===== config.mk =====
export PLATFORM = sky130hd
export DESIGN_NAME = adder_arbiter
export DESIGN_NICKNAME = d
export VERILOG_FILES = /design/src/rtl/adder_arbiter.sv
export SDC_FILE = /design/constraint.sdc
export NUM_CORES = 1
export LEC_CHECK = 0
export ABC_AREA = 0
export BUFFER_PORTS_ARGS = -buffer_cell sky130_fd_sc_hd__buf_2
export CORE_AREA = 2 2 228 230
export CTS_CLUSTER_DIAMETER = 40
export DETAILED_ROUTE_END_ITERATION = 6
export DIE_AREA = 0 0 230 232
export PLACE_DENSITY = 0.56
export SYNTH_ARGS = -nofsm -noshare
export SYNTH_HDL_FRONTEND = slang
export SYNTH_SLANG_ARGS = --single-unit

===== constraint.sdc =====
create_clock -name clk -period 8.1 [get_ports clk]
set_input_delay 0.81 -clock clk [delete_from_list [all_inputs] [get_ports clk]]
set_output_delay 0.81 -clock clk [all_outputs]
set_load 0.02 [all_outputs]

===== src/rtl/adder_arbiter.sv =====
// Round-robin arbiter sharing one SIZE-bit adder between four requesters.
// Two stages: an issue register for the granted operands, then a registered sum with its tag.
module adder_arbiter #(
  parameter int SIZE = 64
) (
  input  logic              clk,
  input  logic              rst,
  input  logic [3:0]        req,
  input  logic [4*SIZE-1:0] a_in,
  input  logic [4*SIZE-1:0] b_in,
  input  logic              hold,
  output logic [3:0]        gnt,
  output logic              out_valid,
  output logic [1:0]        out_tag,
  output logic [SIZE-1:0]   out,
  output logic              out_carry,
  output logic              busy
);

  // Handshake: requester i holds req[i] and its operands until it sees gnt[i];
  // the operands are captured on that edge. A result is consumed exactly once,
  // on an edge where out_valid=1 and hold=0; hold freezes every register.

  logic [1:0]      ptr_q, ptr_d;
  logic            iv_q, iv_d;
  logic [1:0]      tag_q, tag_d;
  logic [SIZE-1:0] a_q, a_d;
  logic [SIZE-1:0] b_q, b_d;
  logic            out_valid_q, out_valid_d;
  logic [1:0]      out_tag_q, out_tag_d;
  logic [SIZE:0]   res_q, res_d;

  logic            win;
  logic [1:0]      win_idx;
  logic [1:0]      idx;
  logic [SIZE:0]   sum;

  // Search from ptr upward; the first pending request wins.
  always_comb begin
    win     = 1'b0;
    win_idx = 2'd0;
    idx     = 2'd0;
    for (int k = 0; k < 4; k++) begin
      idx = ptr_q + 2'(k);
      if (!win && req[idx]) begin
        win     = 1'b1;
        win_idx = idx;
      end
    end
    if (rst || hold) win = 1'b0;
  end

  assign gnt = win ? (4'b0001 << win_idx) : 4'b0000;
  assign sum = {1'b0, a_q} + {1'b0, b_q};

  always_comb begin
    ptr_d       = ptr_q;
    iv_d        = iv_q;
    tag_d       = tag_q;
    a_d         = a_q;
    b_d         = b_q;
    out_valid_d = out_valid_q;
    out_tag_d   = out_tag_q;
    res_d       = res_q;
    if (!hold) begin
      iv_d = win;
      if (win) begin
        ptr_d = win_idx + 2'd1;
        tag_d = win_idx;
        a_d   = a_in[win_idx*SIZE +: SIZE];
        b_d   = b_in[win_idx*SIZE +: SIZE];
      end
      // An empty issue slot only drops out_valid; the last result stays visible.
      out_valid_d = iv_q;
      if (iv_q) begin
        res_d     = sum;
        out_tag_d = tag_q;
      end
    end
  end

  always_ff @(posedge clk or posedge rst) begin
    if (rst) begin
      ptr_q       <= 2'd0;
      iv_q        <= 1'b0;
      tag_q       <= 2'd0;
      a_q         <= '0;
      b_q         <= '0;
      out_valid_q <= 1'b0;
      out_tag_q   <= 2'd0;
      res_q       <= '0;
    end else begin
      ptr_q       <= ptr_d;
      iv_q        <= iv_d;
      tag_q       <= tag_d;
      a_q         <= a_d;
      b_q         <= b_d;
      out_valid_q <= out_valid_d;
      out_tag_q   <= out_tag_d;
      res_q       <= res_d;
    end
  end

  assign out_valid = out_valid_q;
  assign out_tag   = out_tag_q;
  assign out       = res_q[SIZE-1:0];
  assign out_carry = res_q[SIZE];
  assign busy      = iv_q | out_valid_q;

endmodule


==> results of run 1 <==
-- layout make-up --
type	count	area (um^2)
Clock buffer	55	1210
Multi-Input combinational cell	1814	9140
Sequential cell	201	5030
Antenna cell	1	2.50
Timing Repair Buffer	605	3060
Clock inverter	20	198
Fill cell	5524	31300
Tap cell	680	851
Inverter	21	98.8
-- cells by family (layout without fill, tap and decap cells) --
logic type | after synthesis | after routing | synth area share
buffers and inverters | 174 | 701 | 0.0448
multiplexers | 2 | 2 | 0.00152
AO/OA/AOI/OAI | 521 | 521 | 0.201
other | 0 | 1 | 0
AND/OR/NAND/NOR | 1171 | 1171 | 0.324
XOR/XNOR | 51 | 51 | 0.0302
flip-flops | 201 | 201 | 0.340
adder cells (fa/ha/maj) | 69 | 69 | 0.0588
-- path summary, 6_finish.rpt --
kind                            slack (ns)                    end                  from  cells past startpoint
worst max-delay path                  3.63                 gnt[2]  ptr_q[1]$_DFFE_PP0P_                     11
worst min-delay path                  0.39    b_q[20]$_DFFE_PP0P_                   rst                      2
worst max register to register        4.15  res_q[60]$_DFFE_PP0P_    a_q[0]$_DFFE_PP0P_                     12
worst min register to register        0.46   res_q[0]$_DFFE_PP0P_  res_q[0]$_DFFE_PP0P_                      2
max in group asynchronous             6.35  res_q[47]$_DFFE_PP0P_                   rst                      3
min in group clk                      0.46   res_q[0]$_DFFE_PP0P_  res_q[0]$_DFFE_PP0P_                      2
-- flip-flops by register name, indices dropped and copies added (netlist names) --
| register | count |
|---|---|
| res_q | 65 |
| a_q | 64 |
| b_q | 64 |
| out_tag | 2 |
| ptr_q | 2 |
| tag_q | 2 |
| iv_q | 1 |
| out_valid | 1 |
-- routing by layer --
metal  vias up  GRT usage  share of wire
li1       8380          -              -
met5         -          0        0.00030
met2       477      0.329           0.47
met1      7656      0.245           0.44
met4         2     0.0815          0.037
met3       108     0.0325          0.050
-- cell usage after synthesis, types with 13 or more instances --
master,n
nand3_1,142
nand4_1,18
xor2_1,23
a21oi_1,63
nand2_1,899
a21o_1,24
o21ai_0,336
clkbuf_1,142
dfrtp_1,201
ha_1,68
xnor2_1,28
inv_1,20
nor2_1,49
o21ai_1,13
-- through the flow --
step | hold slack, ns | utilization | power (uW) | cell area (um^2) | setup slack [ns]
after CTS | 0.399 | 0.385 | 7610 | 19600 | 3.57
after global placement | 0.457 | 0.357 | 5790 | 18200 | 3.70
after detailed placement | 0.459 | 0.357 | 5840 | 18200 | 3.71
after global routing | 0.421 | 0.385 | 8220 | 19600 | 3.26
after floorplan | 0.439 | - | 4610 | 14800 | 1.81
final | 0.385 | 0.385 | 7530 | 19600 | 3.63
-- worst register-to-register path, cell delays in order, from the launching register on --
cell,delay (ns)
dfrtp_1,0.37
ha_1,0.25
fa_1,0.44
a211oi_1,0.27
nor2_1,0.15
o2111ai_1,0.50
a21oi_2,0.12
nor3b_2,0.34
o31ai_2,0.18
a311o_1,0.43
a21o_1,0.24
nor4b_1,0.16
or3_1,0.37
-- power by group --
group / leakage, uW / switching [uW] / internal [uW]
Sequential: 0.00249 / 276 / 1430
Clock: 0.000696 / 588 / 1120
Combinational: 0.00707 / 2640 / 1480
Total: 0.0103 / 3510 / 4030
==> impl_metrics.env, run 1 <==
export IMPL_timing_hold_worst_class="in -> async"
export IMPL_cts_resized=0
export IMPL_cts_hold_buffers_added=0
export IMPL_clock_sinks=201
export IMPL_yosys_area_top_type="dfrtp_1"
export IMPL_synthDistinctLibCells=65
export IMPL_endpoint_kind="output pin"
export IMPL_layout_cell_share_with_drive_strength_beyond_1=0.257
export IMPL_timing_setup_critical_path_class="reg -> out"
export IMPL_ys_dominant_reg_cell="dfrtp_1"
export IMPL_cp_arrival_ns=3.66
export IMPL_number_of_endpoints_failing_setup_at_the_final_stage=0
export IMPL_synth_top_area_share=0.340
export IMPL_first_drt_iteration_drcs=850
export IMPL_cpPeakStageDelay_ns=0.75
export IMPL_maximum_number_of_pins_on_one_net_before_global_route_repair=113
export IMPL_crit_path_cell_trace="nand2_1, nand2_1, a21oi_1, o22ai_4, buf_4, inv_8, buf_4, ha_1, inv_1, nor2_1, buf_2"
export IMPL_layout_commonest_cell="nand2_1"
export IMPL_top_level_ports=592
export IMPL_antenna_violating_nets_post_route=0
export IMPL_syn_area_um2=14800
export IMPL_initial_core_util=0.291
export IMPL_grt_util_all_layers=0.195
export IMPL_number_of_antenna_violations_at_the_first_check_in_global_routing=3
export IMPL_drv_max_cap_violation_count=0
export IMPL_cp_required_ns=7.29
export IMPL_grt_first_pass_wirelength_um=84400
export IMPL_cts_repair_timing_setup_buffer_count=0
export IMPL_die_width_um=230
export IMPL_place_inst=3321
export IMPL_grt_setup_unrepaired="no"
export IMPL_clock_buffer_count_from_cts=42
export IMPL_clock_tree_from_tritoncts="built"
export IMPL_max_slew_worst_pin_slew_ns=0.960
export IMPL_totalNegativeSetupSlack_ns=0
export IMPL_max_slew_margin=0.360
export IMPL_clock_insertion_delay_worst_skew_ns=0.55
export IMPL_skew_ns=0.0203
export IMPL_num_rows=83
export IMPL_number_of_buffers_inserted_by_port_buffering=591
export IMPL_crit_buf_inv=5
export IMPL_final_cell_mix="899 x nand2_1, 591 x buf_2, 336 x o21ai_0"
export IMPL_drcViolationCount=0
export IMPL_post_dp_hpwl_um=41900
export IMPL_route_detailed_vias_per_inst=4.89
export IMPL_power_density_nw_per_um2=384
export IMPL_detail_route_wirelength_um=53200
export IMPL_synthesis_instances=2189
export IMPL_final_cells=3397
export IMPL_gpl_final_weighted_congestion=0.915
export IMPL_synth_warnings=0
export IMPL_fraction_of_the_cycle_the_final_worst_path_needs=0.551
export IMPL_ys_ff_latch=201
export IMPL_ys_top_cells_by_area="dfrtp_1 34%, nand2_1 23%, o21ai_0 11%, ha_1 5.7%, nand3_1 4.8%"
export IMPL_highest_clock_rate_mhz=224
export IMPL_syn_avg_cell_area_um2=6.77
export IMPL_route_detailed_wl_per_inst_um=15.7
export IMPL_post_route_min_period_ns=4.47
export IMPL_floorplan_die_height_um=232
export IMPL_routed_via_count=16600
export IMPL_timing_critical_path_max_delay_family="buffers and inverters"
export IMPL_slew_viol_final=0
export IMPL_clock_tree_root_cell="clkbuf_16"
export IMPL_critical_path_slowest_cell="buf_4"
export IMPL_global_route_overflow_total=0
export IMPL_placeableCoreArea_um2=50900
export IMPL_cts_max_level=2
export IMPL_ys_async_sr_fraction=1.00
export IMPL_worst_ir_drop_vdd_v=0.000244
export IMPL_areaGrowthSynthToFinish_pct=32.3
export IMPL_fin_nets=3273
export IMPL_clk_transition_reported_paths_ns=0.05
export IMPL_synth_edff_count=0
export IMPL_p_leak_uw=0.0103
export IMPL_worstSetupStartpointType="flip-flop"
export IMPL_fp_dieArea_um2=53400
export IMPL_yosysSeqAreaShare=0.340
export IMPL_dr_pass1_iters=5
export IMPL_syn_nets=2777
export IMPL_run_status="finished, final reports clean"
export IMPL_timing_final_hold_violations=0
export IMPL_crit_path_max_fanout=94
export IMPL_clockBufferDepth=3
export IMPL_grt_pass1_vias=16300
Power figures use the tool's default switching activity.
==> inputs of run 2 (changes only) <==
Settings changed: ABC_AREA 0 to 1, CORE_AREA 2 2 228 230 to 2 2 230 232, DIE_AREA 0 0 230 232 to 0 0 232 234, PLACE_DENSITY 0.56 to 0.67.
Clock period 8.1 ns to 3.63 ns, I/O delays scaled along.
==> impl_metrics.env, run 2 <==
export IMPL_run_status="finished, final reports clean"
export IMPL_post_synth_mux_area_share=0
export IMPL_layout_commonest_cell="nand2_1"
export IMPL_maximum_number_of_pins_on_one_net_before_global_route_repair=139
export IMPL_crit_path_max_fanout=40
export IMPL_detail_route_wirelength_um=80900
export IMPL_gpl_final_weighted_congestion=0.993
export IMPL_antenna_violating_nets_post_route=0
export IMPL_ys_top_cells_by_area="nand2_1 27%, dfrtp_1 26%, inv_1 15%, nand3_1 14%, ha_1 4.4%"
export IMPL_yosysSeqAreaShare=0.259
export IMPL_first_drt_iteration_drcs=1838
export IMPL_worst_r2r_setup_slack_ns=0.92
export IMPL_crit_path_cell_trace="inv_2, nand2_1, nand3_1, nand2_2, nor2_4, nand3_1, nand2_4, nand2_8, inv_2, buf_4, ha_1, inv_1, nor2_1, buf_2"
export IMPL_areaGrowthSynthToFinish_pct=24.8
export IMPL_fill_cells=5848
export IMPL_worst_hold_slack_ns=0.0220
export IMPL_clock_tree_from_tritoncts="built"
export IMPL_route_met2_wl_um=35900
export IMPL_skew_ns=0.0235
export IMPL_ys_dominant_reg_cell="dfrtp_1"
export IMPL_synthesis_instances=3465
export IMPL_clockBufferDepth=3
export IMPL_route_detailed_vias_per_inst=4.75
export IMPL_worstSetupStartpointType="flip-flop"
export IMPL_grt_first_pass_wirelength_um=121000
export IMPL_placeableCoreArea_um2=52000
export IMPL_layout_core_utilization=0.465
export IMPL_combined_area_of_the_multi_input_logic_cells_um2=10700
export IMPL_highest_signal_layer="met5"
export IMPL_biggestRegsByFlops="res_q: 65 flops, a_q: 64 flops, b_q: 64 flops"
export IMPL_highest_clock_rate_mhz=298
export IMPL_max_slew_worst_pin_slew_ns=1.15
export IMPL_main_combinational_cell_family_by_area_after_synthesis="simple AND/OR/NAND/NOR gates"
export IMPL_timing_setup_critical_path_class="reg -> out"
export IMPL_initial_core_util=0.373
export IMPL_grt_util_all_layers=0.295
export IMPL_post_synthesis_share_of_cell_area_spent_on_and_or_nand_and_nor_gates=0.468
export IMPL_drv_max_cap_violation_count=0
export IMPL_cts_max_level=2
export IMPL_clock_sinks=201
export IMPL_layout_setup_ws_ns=0.273
export IMPL_top_level_ports=592
export IMPL_layout_cell_share_with_drive_strength_beyond_1=0.176
export IMPL_die_width_um=232
export IMPL_critical_path_slowest_cell="dfrtp_2"
export IMPL_slew_viol_final=0
export IMPL_power_density_nw_per_um2=1080
export IMPL_ys_ff_latch=201
export IMPL_cp_arrival_ns=2.99
export IMPL_route_detailed_wl_per_inst_um=17.1
export IMPL_post_route_min_period_ns=3.36
export IMPL_clock_insertion_delay_worst_skew_ns=0.56
export IMPL_p_leak_uw=0.0155
export IMPL_totalNegativeSetupSlack_ns=0
export IMPL_worst_ir_drop_vdd_v=0.00127
export IMPL_area_fraction_in_compound_gates_after_synthesis=0.0271
export IMPL_post_dp_hpwl_um=66100
export IMPL_num_rows=84
export IMPL_grt_setup_unrepaired="no"
export IMPL_clk_transition_reported_paths_ns=0.05
export IMPL_drcViolationCount=0
export IMPL_synth_warnings=0
export IMPL_final_total_power_uw=26100
export IMPL_syn_nets=4053
export IMPL_number_of_endpoints_failing_setup_at_the_final_stage=0
export IMPL_wl_met1_um=36300
export IMPL_fin_nets=4579
export IMPL_clock_tree_root_cell="clkbuf_16"
export IMPL_timing_final_hold_violations=0
export IMPL_synthDistinctLibCells=31
export IMPL_number_of_buffers_inserted_by_port_buffering=591
export IMPL_detailedPlace_worstSlack_ns=0.726
export IMPL_dr_wl_met3_um=6370
export IMPL_synth_fa_ha_area_frac=0.0449
export IMPL_routed_via_count=22400
export IMPL_largest_register_ff_count=65
export IMPL_max_slew_margin=0.235
export IMPL_fraction_of_the_cycle_the_final_worst_path_needs=0.925
export IMPL_final_seq_area_um2=5030
export IMPL_synth_edff_count=0
export IMPL_fp_dieArea_um2=54300
export IMPL_number_of_antenna_violations_at_the_first_check_in_global_routing=24
export IMPL_floorplan_die_height_um=234
export IMPL_synth_top_area_share=0.269
export IMPL_synth_common_cells="1391 x nand2_1, 774 x inv_1, 543 x nand3_1, 201 x dfrtp_1, 103 x nor2_1"
export IMPL_cp_required_ns=3.27
export IMPL_clock_buffer_count_from_cts=38
export IMPL_global_route_overflow_total=0
export IMPL_registers_top_by_ff_count="res_q"
export IMPL_synth_most_common_cell="nand2_1"
export IMPL_syn_avg_cell_area_um2=5.60
export IMPL_endpoint_kind="output pin"
export IMPL_timing_hold_worst_class="in -> async"
export IMPL_yosys_area_top_type="nand2_1"
export IMPL_dr_pass1_iters=6
export IMPL_ys_async_sr_fraction=1.00
export IMPL_post_synth_xor_area_fraction=0.0117
export IMPL_grt_pass1_vias=21100
export IMPL_final_cell_mix="1390 x nand2_1, 772 x inv_1, 591 x buf_2"
export IMPL_syn_area_um2=19400
export IMPL_cpPeakStageDelay_ns=0.50
run 2: cell count changes after synthesis, moves of 21 or more:
cell	before	now
nor2_1	49	103
xor2_1	23	2
clkbuf_1	142	25
or2_0	0	55
nand3_1	142	543
inv_1	20	774
nand2_1	899	1391
buf_2	5	87
o21ai_0	336	36
a21o_1	24	1
run 2: stage by stage:
stage	instances	instance area [um^2]
after detailed placement	4639	22800
after global placement	4639	22800
after CTS	4706	24200
after floorplan	3465	19400
final	4720	24200
after global routing	4717	24200
run 2: what timing repair did:
item	4_1_cts	5_1_grt
hold endpoints to repair	0	0
endpoints found under the setup margin	0	2
setup buffers	0	0
hold buffers	0	0
gates resized for setup	0	1
run 2: path summary, 6_finish.rpt:
kind / from / to / depth (start not counted)
max: ptr_q[0]$_DFFE_PP0P_ / gnt[1] / 14
min: rst / a_q[2]$_DFFE_PP0P_ / 2
max reg2reg: ptr_q[0]$_DFFE_PP0P_ / a_q[44]$_DFFE_PP0P_ / 12
min reg2reg: res_q[47]$_DFFE_PP0P_ / res_q[47]$_DFFE_PP0P_ / 2
max in group asynchronous: rst / res_q[42]$_DFFE_PP0P_ / 3
min in group clk: a_in[40] / a_q[40]$_DFFE_PP0P_ / 5
run 2: metal layers:
layer,global-route usage,up-vias
li1,-,11400
met1,0.405,10000
met2,0.465,847
met3,0.0592,128
met4,0.0893,14
met5,0,-
run 2: layout make-up:
cell class | instances | area share
Antenna cell | 14 | 0.00145
Clock buffer | 47 | 0.0423
Clock inverter | 20 | 0.0124
Inverter | 779 | 0.121
Multi-Input combinational cell | 2350 | 0.444
Sequential cell | 201 | 0.208
Tap cell | 688 | 0.0356
Timing Repair Buffer | 621 | 0.136
run 2: cells by family (layout without fill, tap and decap cells):
logic type	Yosys count	after routing
simple gates	2154	2154
flops	201	201
buf+inv	914	1467
xor+xnor	26	26
fa+ha+maj	69	69
compound gates	101	101
other cells	0	14
run 2: worst max-delay path, delay by kind of cell (launching register included):
family                     cells  cell delay (ns)
and+or+nand+nor                8             0.97
buffers and inverters          5             0.76
adders and majority gates      1             0.19
DFF                            1             0.50
run 2: power breakdown:
group	leakage (uW)	internal, uW	switching (uW)	total [uW]
clock	0.000638	2440	1280	3730
combinational	0.0124	5590	12500	18100
sequential	0.00249	3350	940	4290
